[src/rtl/fx3_pkg.sv]
// Shared FX3 project definitions: streaming FSM encoding and default packet/latency geometry.
package fx3_pkg;

    typedef enum logic [1:0] {
        IDLE   = 2'd0,
        STREAM = 2'd1,
        FLUSH  = 2'd2,
        GAP    = 2'd3
    } fx3_state_e;

    localparam int FX3_PACKET_WORDS = 8192;
    localparam int FX3_READ_LATENCY = 2;
    localparam int FX3_SKID_DEPTH   = 4;
    localparam int FX3_WORD_W       = 16;
    localparam int FX3_CNT_W        = 13;

endpackage

[src/rtl/fx3_skid_fifo.sv]
// Small single-clock FIFO that catches FIFO words still in flight when the FX3 bus stalls.
module fx3_skid_fifo #(
    parameter int DEPTH = 4,
    parameter int WIDTH = 16,
    localparam int CNT_W = $clog2(DEPTH + 1),
    localparam int PTR_W = (DEPTH > 1) ? $clog2(DEPTH) : 1
) (
    input  logic             clk,
    input  logic             reset,
    input  logic             push,
    input  logic [WIDTH-1:0] push_data,
    input  logic             pop,
    output logic [WIDTH-1:0] head_data,
    output logic [CNT_W-1:0] count
);

    logic [WIDTH-1:0] mem_q [DEPTH];
    logic [WIDTH-1:0] mem_d [DEPTH];
    logic [PTR_W-1:0] wr_ptr_q, wr_ptr_d;
    logic [PTR_W-1:0] rd_ptr_q, rd_ptr_d;
    logic [CNT_W-1:0] count_q, count_d;
    logic             push_ok;
    logic             pop_ok;

    // Pointers wrap explicitly so DEPTH need not be a power of two.
    function automatic logic [PTR_W-1:0] ptr_inc(input logic [PTR_W-1:0] p);
        return (p == PTR_W'(DEPTH - 1)) ? '0 : p + 1'b1;
    endfunction

    always_comb begin
        pop_ok   = pop && (count_q != '0);
        push_ok  = push && ((count_q != CNT_W'(DEPTH)) || pop_ok);
        mem_d    = mem_q;
        wr_ptr_d = wr_ptr_q;
        rd_ptr_d = rd_ptr_q;
        count_d  = count_q;
        if (push_ok) begin
            mem_d[wr_ptr_q] = push_data;
            wr_ptr_d        = ptr_inc(wr_ptr_q);
        end
        if (pop_ok) begin
            rd_ptr_d = ptr_inc(rd_ptr_q);
        end
        case ({push_ok, pop_ok})
            2'b10:   count_d = count_q + 1'b1;
            2'b01:   count_d = count_q - 1'b1;
            default: count_d = count_q;
        endcase
    end

    always_ff @(posedge clk) begin
        if (reset) begin
            for (int i = 0; i < DEPTH; i++) begin
                mem_q[i] <= '0;
            end
            wr_ptr_q <= '0;
            rd_ptr_q <= '0;
            count_q  <= '0;
        end else begin
            mem_q    <= mem_d;
            wr_ptr_q <= wr_ptr_d;
            rd_ptr_q <= rd_ptr_d;
            count_q  <= count_d;
        end
    end

    assign head_data = mem_q[rd_ptr_q];
    assign count     = count_q;

endmodule

[src/rtl/fx3_packet_transmitter.sv]
// Streams fixed-size packets from the sample FIFO to the FX3 bus with valid/ready flow control.
// fx3Data/fx3Valid form a valid/ready source: a word moves when fx3Valid && fx3Ready, and holds until then.
module fx3_packet_transmitter
    import fx3_pkg::*;
#(
    parameter int PACKET_WORDS = FX3_PACKET_WORDS,
    parameter int READ_LATENCY = FX3_READ_LATENCY,
    parameter int SKID_DEPTH   = FX3_SKID_DEPTH
) (
    input  logic        fx3Clk,
    input  logic        reset,
    input  logic        enable,
    input  logic        dataAvailable,
    input  logic [15:0] fifoData,
    input  logic        fx3Ready,
    output logic        readData,
    output logic [15:0] fx3Data,
    output logic        fx3Valid,
    output logic        fx3PacketEnd,
    output logic [15:0] packetCount,
    output logic        busy,
    output logic [1:0]  dbgState
);

    localparam int SKID_CNT_W = $clog2(SKID_DEPTH + 1);
    localparam int OCC_W      = $clog2(SKID_DEPTH + READ_LATENCY + 1) + 1;
    localparam logic [FX3_CNT_W-1:0] LAST_WORD = FX3_CNT_W'(PACKET_WORDS - 1);

    fx3_state_e                state_q, state_d;
    logic [FX3_CNT_W-1:0]      rd_cnt_q, rd_cnt_d;
    logic [FX3_CNT_W-1:0]      sent_cnt_q, sent_cnt_d;
    logic [15:0]               packet_count_q, packet_count_d;
    logic [READ_LATENCY-1:0]   pipe_q, pipe_d;

    logic [SKID_CNT_W-1:0]     skid_count;
    logic [15:0]               skid_head;
    logic [OCC_W-1:0]          inflight;
    logic [OCC_W-1:0]          occupancy;
    logic                      read_req;
    logic                      xfer;
    logic                      last_word;

    // The oldest strobe is counted even while it is being pushed; keeping occupancy + inflight
    // within SKID_DEPTH means every in-flight word always has a free slot when fx3Ready drops.
    always_comb begin
        inflight = '0;
        for (int i = 0; i < READ_LATENCY; i++) begin
            inflight = inflight + OCC_W'(pipe_q[i]);
        end
        occupancy = OCC_W'(skid_count) + inflight;
        read_req  = !reset && (state_q == STREAM) && fx3Ready && (occupancy < OCC_W'(SKID_DEPTH));
        xfer      = fx3Valid && fx3Ready;
        last_word = (sent_cnt_q == LAST_WORD);
    end

    always_comb begin
        state_d        = state_q;
        rd_cnt_d       = rd_cnt_q;
        sent_cnt_d     = sent_cnt_q;
        packet_count_d = packet_count_q;
        pipe_d         = '0;
        pipe_d[0]      = read_req;
        for (int i = 1; i < READ_LATENCY; i++) begin
            pipe_d[i] = pipe_q[i-1];
        end
        if (read_req) begin
            rd_cnt_d = rd_cnt_q + 1'b1;
        end
        if (xfer) begin
            sent_cnt_d = sent_cnt_q + 1'b1;
        end
        case (state_q)
            IDLE: begin
                if (enable && dataAvailable && fx3Ready) begin
                    state_d    = STREAM;
                    rd_cnt_d   = '0;
                    sent_cnt_d = '0;
                end
            end
            STREAM: begin
                if (read_req && (rd_cnt_q == LAST_WORD)) begin
                    state_d = FLUSH;
                end
            end
            FLUSH: begin
                if (xfer && last_word) begin
                    state_d = GAP;
                end
            end
            GAP: begin
                state_d        = IDLE;
                packet_count_d = packet_count_q + 1'b1;
            end
            default: state_d = IDLE;
        endcase
    end

    always_ff @(posedge fx3Clk) begin
        if (reset) begin
            state_q        <= IDLE;
            rd_cnt_q       <= '0;
            sent_cnt_q     <= '0;
            packet_count_q <= '0;
            pipe_q         <= '0;
        end else begin
            state_q        <= state_d;
            rd_cnt_q       <= rd_cnt_d;
            sent_cnt_q     <= sent_cnt_d;
            packet_count_q <= packet_count_d;
            pipe_q         <= pipe_d;
        end
    end

    fx3_skid_fifo #(
        .DEPTH (SKID_DEPTH),
        .WIDTH (16)
    ) u_skid (
        .clk       (fx3Clk),
        .reset     (reset),
        .push      (pipe_q[READ_LATENCY-1]),
        .push_data (fifoData),
        .pop       (xfer),
        .head_data (skid_head),
        .count     (skid_count)
    );

    // Outputs are forced quiet combinationally so they read zero from the first reset cycle.
    assign readData     = read_req;
    assign fx3Valid     = !reset && (skid_count != '0);
    assign fx3Data      = reset ? 16'h0000 : skid_head;
    assign fx3PacketEnd = fx3Valid && last_word && (state_q == FLUSH);
    assign packetCount  = reset ? 16'h0000 : packet_count_q;
    assign busy         = !reset && (state_q != IDLE);
    assign dbgState     = state_q;

endmodule

[config.mk]
export PLATFORM = sky130hd
export DESIGN_NAME = fx3_packet_transmitter
export DESIGN_NICKNAME = d
export VERILOG_FILES = /design/src/rtl/fx3_pkg.sv /design/src/rtl/fx3_skid_fifo.sv /design/src/rtl/fx3_packet_transmitter.sv
export SDC_FILE = /design/constraint.sdc
export NUM_CORES = 1
export LEC_CHECK = 0
export CAP_MARGIN = 20
export CORE_AREA = 2 2 113 115
export DETAILED_ROUTE_END_ITERATION = 6
export DIE_AREA = 0 0 115 117
export MAX_ROUTING_LAYER = met4
export PLACE_DENSITY = 0.66
export SYNTH_ARGS = -nofsm -noshare
export SYNTH_HDL_FRONTEND = slang
export SYNTH_SLANG_ARGS = --single-unit
[constraint.sdc]
create_clock -name fx3Clk -period 2.4 [get_ports fx3Clk]
set_input_delay 0.48 -clock fx3Clk [delete_from_list [all_inputs] [get_ports fx3Clk]]
set_output_delay 0.48 -clock fx3Clk [all_outputs]
set_load 0.05 [all_outputs]
==> results.yml <==
synthesis:
  synth.cell_area_um2: 5360
  synth_flop_cell: "dfxtp_1"
  synthDistinctLibCells: 34
  synth.ff_latch_count: 117
  synth.avg_cell_area_um2: 8.63
  syn-num-nets: 657
  ys.warnings.count: 0
  synthArstFlopShare: 0
  synth_seq_area_share: 0.437
  postSynthCellCount: 621
  synth_edf_count: 0
drt:
  wl_met2_mm: 6.22
  m1WireLength_mm: 5.49
  drt_iter0_drc: 348
  drt-wirelength-per-cell_um: 14.7
  wl_met3_um: 487
  finalWirelength_mm: 12.4
  route.top_layer_used: "met4"
  route.detailed.vias_per_inst: 5.36
  antenna_violating_nets_post_route: 0
  detail_route.first_pass.iterations: 5
  drt_drc_violations_left: 0
  route.vias.total: 4508
clock_network:
  ctsRootBufferMaster: "clkbuf_16"
  postCtsHoldBufs: 0
  cts-htree-levels: 4
  clk_transition_reported_paths_ps: 50
  clock_insertion_delay_worst_skew_ps: 410
  clock_tree.buffer_depth: 2
  cts_bufs_inserted: 17
  clock_sink_count: 117
  clock_tree_from_tritoncts: "built"
placed_design:
  placed_cells: 811
  dpl_worst_slack_ps: -141
  dpl.hpwl_mm: 7.62
  dpl-instance-area_um2: 6140
  numPortBuffers: 58
  place_congestion: 0.756
min_path:
  min_delay_path_depth: 2
  min_path_type: "reg2reg"
timing:
  slew_violations: 0
  worst_pin_slew_ps: 816
  final.setup_skew_ps: 11.3
  fin_crit_sh: 0.975
  finalCriticalPeriod_ps: 2340
  maxClockFrequency_ghz: 0.428
  fin_hold_ws_ps: 450
  setup-violations-final: 0
  final-hold-violation-count: 0
  setup_slack_ps: 61.1
  max-slew-margin-rel: 0.456
power_and_ir_drop:
  ir_worst_vdd_mv: 0.454
  pwr_density_cell_nw_per_um2: 713
  leakage_nw: 2.38
worst_setup_path:
  worst-endpoint-arrival_ps: 1860
  crit_type: "reg2out"
  timing.critical_path.from_type: "flip-flop"
  timing.critical_path.required_ps: 1920
  end_kind: "output pin"
  worst-path-max-fanout: 10
  timing.reg2reg.worst_path_depth: 8
grt:
  grtUsageTotal: 0.195
  grt_remaining_overflow: 0
  grt_pass1_vias: 4259
  antenna_violations_before_repair: 0
  grt_max_degree: 128
  grt_pass1_wl_mm: 19.9
outcome:
  outcome: "complete, no violations"
layout:
  num-fill-cells: 1134
  layout.cells.most_common_list: "dfxtp_1, nand2_1, a21oi_1, nand3_1, buf_4"
  num_antenna_cells: 0
  instances_no_fill: 841
  layout.nets: 717
  area_delta_synth_final_pct: 25.9
  post_route_cells_drive_above_1_share: 0.171
  final_core_utilization: 0.548
  layout_commonest_cell: "dfxtp_1"
  postLayoutCellArea_um2: 6750
floorplan:
  floorplan.die_area_um2: 13500
  io_pins: 59
  die_w_um: 115
  core-area_um2: 12300
  die-height_um: 117
  start_util: 0.435
  std_cell_rows: 41
job:
  max_cap_viol_count: 0
-- cells in the mapped netlist (all sizes together), types with 2 or more instances --
| master | n | area [um2] |
|---|---|---|
| ha | 14 | 175 |
| a21oi | 76 | 380 |
| nand3 | 72 | 360 |
| nand2 | 87 | 327 |
| a31oi | 2 | 18.8 |
| nand4 | 13 | 81.3 |
| nor3 | 3 | 15.0 |
| xnor2 | 12 | 105 |
| dfxtp | 117 | 2340 |
| o21ai | 8 | 40.0 |
| and4 | 5 | 43.8 |
| inv | 14 | 52.6 |
| clkbuf | 37 | 139 |
| buf | 5 | 25.0 |
| nor2b | 33 | 206 |
| nor4 | 2 | 12.5 |
| mux4 | 16 | 360 |
| xor2 | 24 | 210 |
| or3 | 6 | 37.5 |
| and3 | 3 | 18.8 |
| mux2i | 4 | 40.0 |
| nand2b | 5 | 31.3 |
| nor2 | 53 | 199 |
-- final timing paths --
path / from / to / slack, ps
worst min-delay path: u_skid.mem_q[13] / u_skid.mem_q[13] / 450
worst min register to register: u_skid.mem_q[13] / u_skid.mem_q[13] / 450
worst max-delay path: u_skid.rd_ptr_q[0] / fx3Data[8] / 60
worst max register to register: u_skid.count[1] / u_skid.count[2] / 200
-- metal layers --
metal / GRT usage / vias to the layer above
met5: - / -
met4: 0.0795 / 0
met3: 0.0489 / 15
met2: 0.323 / 85
met1: 0.229 / 2159
li1: - / 2249
-- layout make-up --
cell class                      count  area (um2)  share of cell area
Inverter                           14        52.6             0.00779
Clock buffer                       25         515              0.0764
Timing Repair Buffer               83         756               0.112
Tap cell                          150         188              0.0278
Clock inverter                      4        45.0             0.00667
Multi-Input combinational cell    448        2840               0.421
Sequential cell                   117        2350               0.348
-- worst max-delay path: stages (launching register included) --
cell and delay (ps):
dfxtp_2 390, buf_12 170, mux4_2 490, nor2b_1 170, buf_4 230
-- report_power, final --
group	total (mW)	switching, mW	leakage [nW]	internal (mW)
registers	2.00	0.0280	0.944	1.97
clock network	2.36	0.801	0.281	1.56
logic	0.450	0.274	1.15	0.176
total	4.81	1.10	2.38	3.71
-- timing repair --
item | in CTS | in global routing
hold endpoints to repair | 0 | 0
resized for setup | 1 | 7
pin swaps | 0 | 2
buffers inserted | 0 | 0
cloned | 0 | 1
setup endpoints to repair | 1 | 3
-- logic make-up (layout without fill, tap and decap cells) --
family | after synthesis | after routing | synth area share
adders and majority gates | 15 | 15 | 0.0364
xor gates and xnor gates | 36 | 36 | 0.0588
AOI/OAI and AO/OA | 93 | 93 | 0.0976
buffers and inverters | 56 | 126 | 0.0404
muxes | 20 | 20 | 0.0747
DFF | 117 | 117 | 0.437
and+or+nand+nor | 284 | 284 | 0.255
-- per-stage QoR --
| stage | power, mW | TNS [ps] |
|---|---|---|
| 6_report | 4.81 | 0 |
| 5_1_grt | 4.99 | -3.60 |
| 4_1_cts | 4.87 | 0 |
| 3_5_place_dp | 2.48 | -881 |
| 3_3_place_gp | 2.48 | -81.8 |
| 2_1_floorplan | 2.32 | 0 |
-- state kept, by name (all words and copies together), names as in the netlist --
| signal | cells |
|---|---|
| u_skid.rd_ptr_q | 2 |
| packet_count_q | 16 |
| u_skid.wr_ptr_q | 2 |
| pipe_q | 2 |
| dbgState | 2 |
| rd_cnt_q | 13 |
| u_skid.count | 3 |
| sent_cnt_q | 13 |
| u_skid.mem_q | 64 |
Power figures use the tool's default switching activity.
==> variant 1: new RTL, same settings <==
Set the package constant `FX3_CNT_W` to 17 (it was 13).
--- a/src/rtl/fx3_pkg.sv
+++ b/src/rtl/fx3_pkg.sv
@@ -13,5 +13,5 @@
     localparam int FX3_SKID_DEPTH   = 4;
     localparam int FX3_WORD_W       = 16;
-    localparam int FX3_CNT_W        = 13;
+    localparam int FX3_CNT_W        = 17;
 
 endpackage
Check against the original RTL: no difference found for any inputs over 10 cycles, from zero or initial values and one cycle with reset high; that may be too few to reach the edited logic, so the function may still have changed.
==> variant 1 against the original RTL <==
- combinational power up 17%
- cell area up 7.7%
- core utilization up 4.2 points
- area after synthesis up 8.1%
- setup slack better by 5.7 ps
- sequential cell count up 8
- clock skew down 5.9 ps
- synthesized cell count up 8.1%
- sequential share of layout area down 0.35 points
- routed wire length up 9.7%
- power up 11%
- register-to-register slack better by 210 ps
==> variant 1: results (changes against the original RTL) <==
Cells and area
In the final layout, the registers with the most flip-flops are u_skid.mem_q: 64 flops, rd_cnt_q: 17 flops, sent_cnt_q: 17 flops. The post-layout net count came to 769 (+7.3%). The total of fill cells in the finished design was 1116 (-1.6%). The fraction of layout cells with a size suffix above 1 is 0.174 (+0.00373). The number of standard cells in the layout, taps in and fillers out is 895 (+6.4%). The area added between synthesis and finish is 25.6%.

Synth
The mux contribution to synthesized area is 0.0674 (-0.00730). The post-synthesis share of cell area spent on xor and xnor gates is 0.0681 (+0.00923). The sequential fraction of the synthesis area came to 0.432 (-0.00492). The number of nets in the synthesized netlist is 707 (+7.6%). The area fraction in compound gates after synthesis is 0.0912 (-0.00641).

The post-synthesis share of cell area spent on full adders, half adders and majority gates is 0.0337 (-0.00272). Sorting the synthesized cells by area gives the leading types as sky130_fd_sc_hd__dfxtp_1, sky130_fd_sc_hd__nand3_1, sky130_fd_sc_hd__a21oi_1. The average footprint of a synthesized cell is 8.63 um^2 (about the same).

After synthesis, the most frequently instantiated cells are sky130_fd_sc_hd__dfxtp_1, sky130_fd_sc_hd__nand2_1, sky130_fd_sc_hd__nand3_1. The post-synthesis cell type count is 44 (+29%).

Timing
The part of the cycle the worst path needs is 0.972 (-0.00236). The transition at the pin with the smallest max-transition slack is 829 ps (+13.2 ps). The setup skew after layout is 5.45 ps (-5.86 ps). The final hold slack is 453 ps (+2.60 ps).

Route
The number of DRC violations after detailed-routing iteration 0 is 379 (+8.9%). The average vias per placed instance is 5.48 (+2.3%). The wire length per cell after detailed routing is 15.2 um (+3.1%).

Critical path
In this run the critical register-to-register path is launched from u_skid.count[2]. The capture point of the critical path is fx3Data[7]. The peak fanout along the critical path is 9 (-1). The setup slack of the most critical reg-to-reg path came to 410 ps (+210 ps). For the worst setup path, the data arrival time is 1850 ps. The maximum cell stage delay along the critical path is 500 ps.

Hold path
The endpoint with the worst hold slack is u_skid.mem_q[1]. The worst hold path begins at u_skid.mem_q[1]. The classification of the worst-slack hold path is flip-flop to flip-flop.

Pwr
The total leakage power is 2.57 nW (+7.9%). The worst IR drop on VDD is 0.495 mV (+8.9%).

Placement
The number of cells in the design after placement was 861 (+6.2%). The estimated wirelength of the detail-placed design was 8580 um (+13%). The weighted congestion at the end of routability-driven global placement is 0.800 (+5.9%). The total placed instance area was 6600 um^2 (+7.6%). The worst setup slack before clock tree synthesis is -141 ps (+0.265 ps).

Clock tree
The number of buffers created by CTS is 17 (unchanged).

Status
The run finished with clean final reports.

Global routing
The number of global-route vias before repair is 4764 (+12%). The overall fraction of global-route tracks in use was 0.216 (+0.0205). The pin count of the biggest net entering global routing is 97 (-24%).
## variant 1: where the power goes
part           leakage, nW  internal (mW)  switching, mW
combinational         1.26          0.209          0.316
sequential            1.01           2.11         0.0323
clock                0.303           1.79          0.874
total                 2.57           4.11           1.22
## variant 1: per-layer routing
metal | global-route usage | routed length, um | up-vias
li1 | - | - | 2415
met1 | 0.250 | 5880 | 2334
met2 | 0.370 | 6880 | 146
met3 | 0.0572 | 701 | 14
met4 | 0.0635 | 127 | 0
met5 | - | 0 | -
## variant 1: layout make-up
type / instances / share of cell area
clock buffer: 26 / 0.0714
multi-input combinational: 489 / 0.422
inverter: 13 / 0.00671
timing repair buffer: 87 / 0.115
tap: 150 / 0.0258
clock inverter: 5 / 0.0141
sequential: 125 / 0.345
## variant 1: what timing repair did
action	4_1_cts	5_1_grt
buffers inserted	0	2
pin swaps	0	0
gates resized for setup	2	2
cloned	0	1
endpoints found under the setup margin	13	7
==> variant 2: new RTL, config.mk and constraints unchanged <==
Made on the original files. Make the reset (`reset`) asynchronous in 2 clocked blocks.
--- a/src/rtl/fx3_skid_fifo.sv
+++ b/src/rtl/fx3_skid_fifo.sv
@@ -49,5 +49,5 @@
     end
 
-    always_ff @(posedge clk) begin
+    always_ff @(posedge clk or posedge reset) begin
         if (reset) begin
             for (int i = 0; i < DEPTH; i++) begin
--- a/src/rtl/fx3_packet_transmitter.sv
+++ b/src/rtl/fx3_packet_transmitter.sv
@@ -96,5 +96,5 @@
     end
 
-    always_ff @(posedge fx3Clk) begin
+    always_ff @(posedge fx3Clk or posedge reset) begin
         if (reset) begin
             state_q        <= IDLE;
Formal check against the unedited RTL: differs if reset is asserted again (counterexample within 4 cycles, from zero or initial values and one cycle with reset high); with reset held inactive, the same outputs for 10 cycles.
==> variant 2 against the original RTL <==
- routed wire length is 13% lower
- setup slack got worse by 1.0 ps
- area after synthesis up 4.2%
- clock skew shrank 4.4 ps
- sequential share of layout area up 3.3 points
- cell area rose by 14%
- sequential cell count unchanged
- first-iteration DRC count shrank 26%
- largest cell class is now flip-flops and latches
Power is not compared: it rests on default switching activity, and its combinational part moved more than twofold at a synthesized area within 25%.
==> variant 2: results (changes against the original RTL) <==
Cells and area
The clock buffer count is 20 (-20%). The number of signal-net buffers in the layout came to 91 (+9.6%). The clock distribution area overhead in the final layout was 0.0809 (-0.00218). The post-layout net count is 572 (-20%).

The fraction of layout cells with a size suffix above 1 was 0.252 (+0.0811). The number of multi-input combinational cells came to 294 (-34%). The area occupied by multi-input gates is 2580 um^2 (-9.2%).

Synth
By count the netlist is led by sky130_fd_sc_hd__dfrtp_1, sky130_fd_sc_hd__mux2_1, sky130_fd_sc_hd__nor2_1. Among all flip-flop cells after synthesis, the most frequent one is sky130_fd_sc_hd__dfrtp_1. The sequential fraction of the synthesis area is 0.524 (+0.0874). The fraction of registers with async set or reset after synthesis came to 1.00 (+1.00).

The area fraction in compound gates after synthesis is 0.0179 (-0.0797). The cell count after synthesis came to 441 (-29%). The mux contribution to synthesized area is 0.203 (+0.128).

Hold path
The startpoint of the worst hold path is pipe_q[0]. The number of stages on the worst hold path is 0 (-2).

Route
The wire length on met1 is 4760 um (-13%). The number of DRC violations after detailed-routing iteration 0 came to 256 (-26%). The total length of routed wires is 10800 um (-13%).

Critical path
The setup slack of the most critical reg-to-reg path is 120 ps (-80 ps). The capture point of the critical path is fx3Data[13]. The peak fanout along the critical path is 7 (-3). The depth of the most critical reg-to-reg path came to 6 (-2).

The worst register-to-register path begins at u_skid.count[0].

Placement
The number of cells in the design after placement is 666 (-18%). The total placed instance area came to 7000 um^2 (+14%). The weighted congestion at the end of routability-driven global placement is 0.796 (+5.3%).

Status
The flow ran to the end, and the final reports show no timing, DRC or antenna violations.

Timing
The setup skew after layout is 6.94 ps (-4.38 ps). The transition at the pin with the smallest max-transition slack is 716 ps (-99.8 ps). The shortest period the worst path allows is 2340 ps (+1.01 ps).

Clock tree
The count of cells resized by post-cts repair came to 0 (-1).

Global routing
The pin count of the biggest net entering global routing is 58 (-55%). The overall fraction of global-route tracks in use is 0.184 (-0.0111). The number of global-route vias before repair is 3867 (-9.2%).
[variant 2: changes by cell type in the layout (fill, tap and decap cells not counted), moves of 39 or more]
| cell | delta |
|---|---|
| sky130_fd_sc_hd__a21oi_1 | -73 |
| sky130_fd_sc_hd__buf_12 | +39 |
| sky130_fd_sc_hd__dfrtp_1 | +116 |
| sky130_fd_sc_hd__dfxtp_1 | -114 |
| sky130_fd_sc_hd__mux2_1 | +64 |
| sky130_fd_sc_hd__nand2_1 | -60 |
| sky130_fd_sc_hd__nand3_1 | -59 |
[variant 2: logic make-up (layout without fill, tap and decap cells)]
| kind of cell | count (synthesis) | in the layout |
|---|---|---|
| DFF | 117 | 117 |
| AOI/OAI and AO/OA | 11 | 11 |
| buffers and inverters | 30 | 137 |
| xor gates and xnor gates | 41 | 41 |
| muxes | 85 | 85 |
| and+or+nand+nor | 142 | 142 |
| adders and majority gates | 15 | 15 |
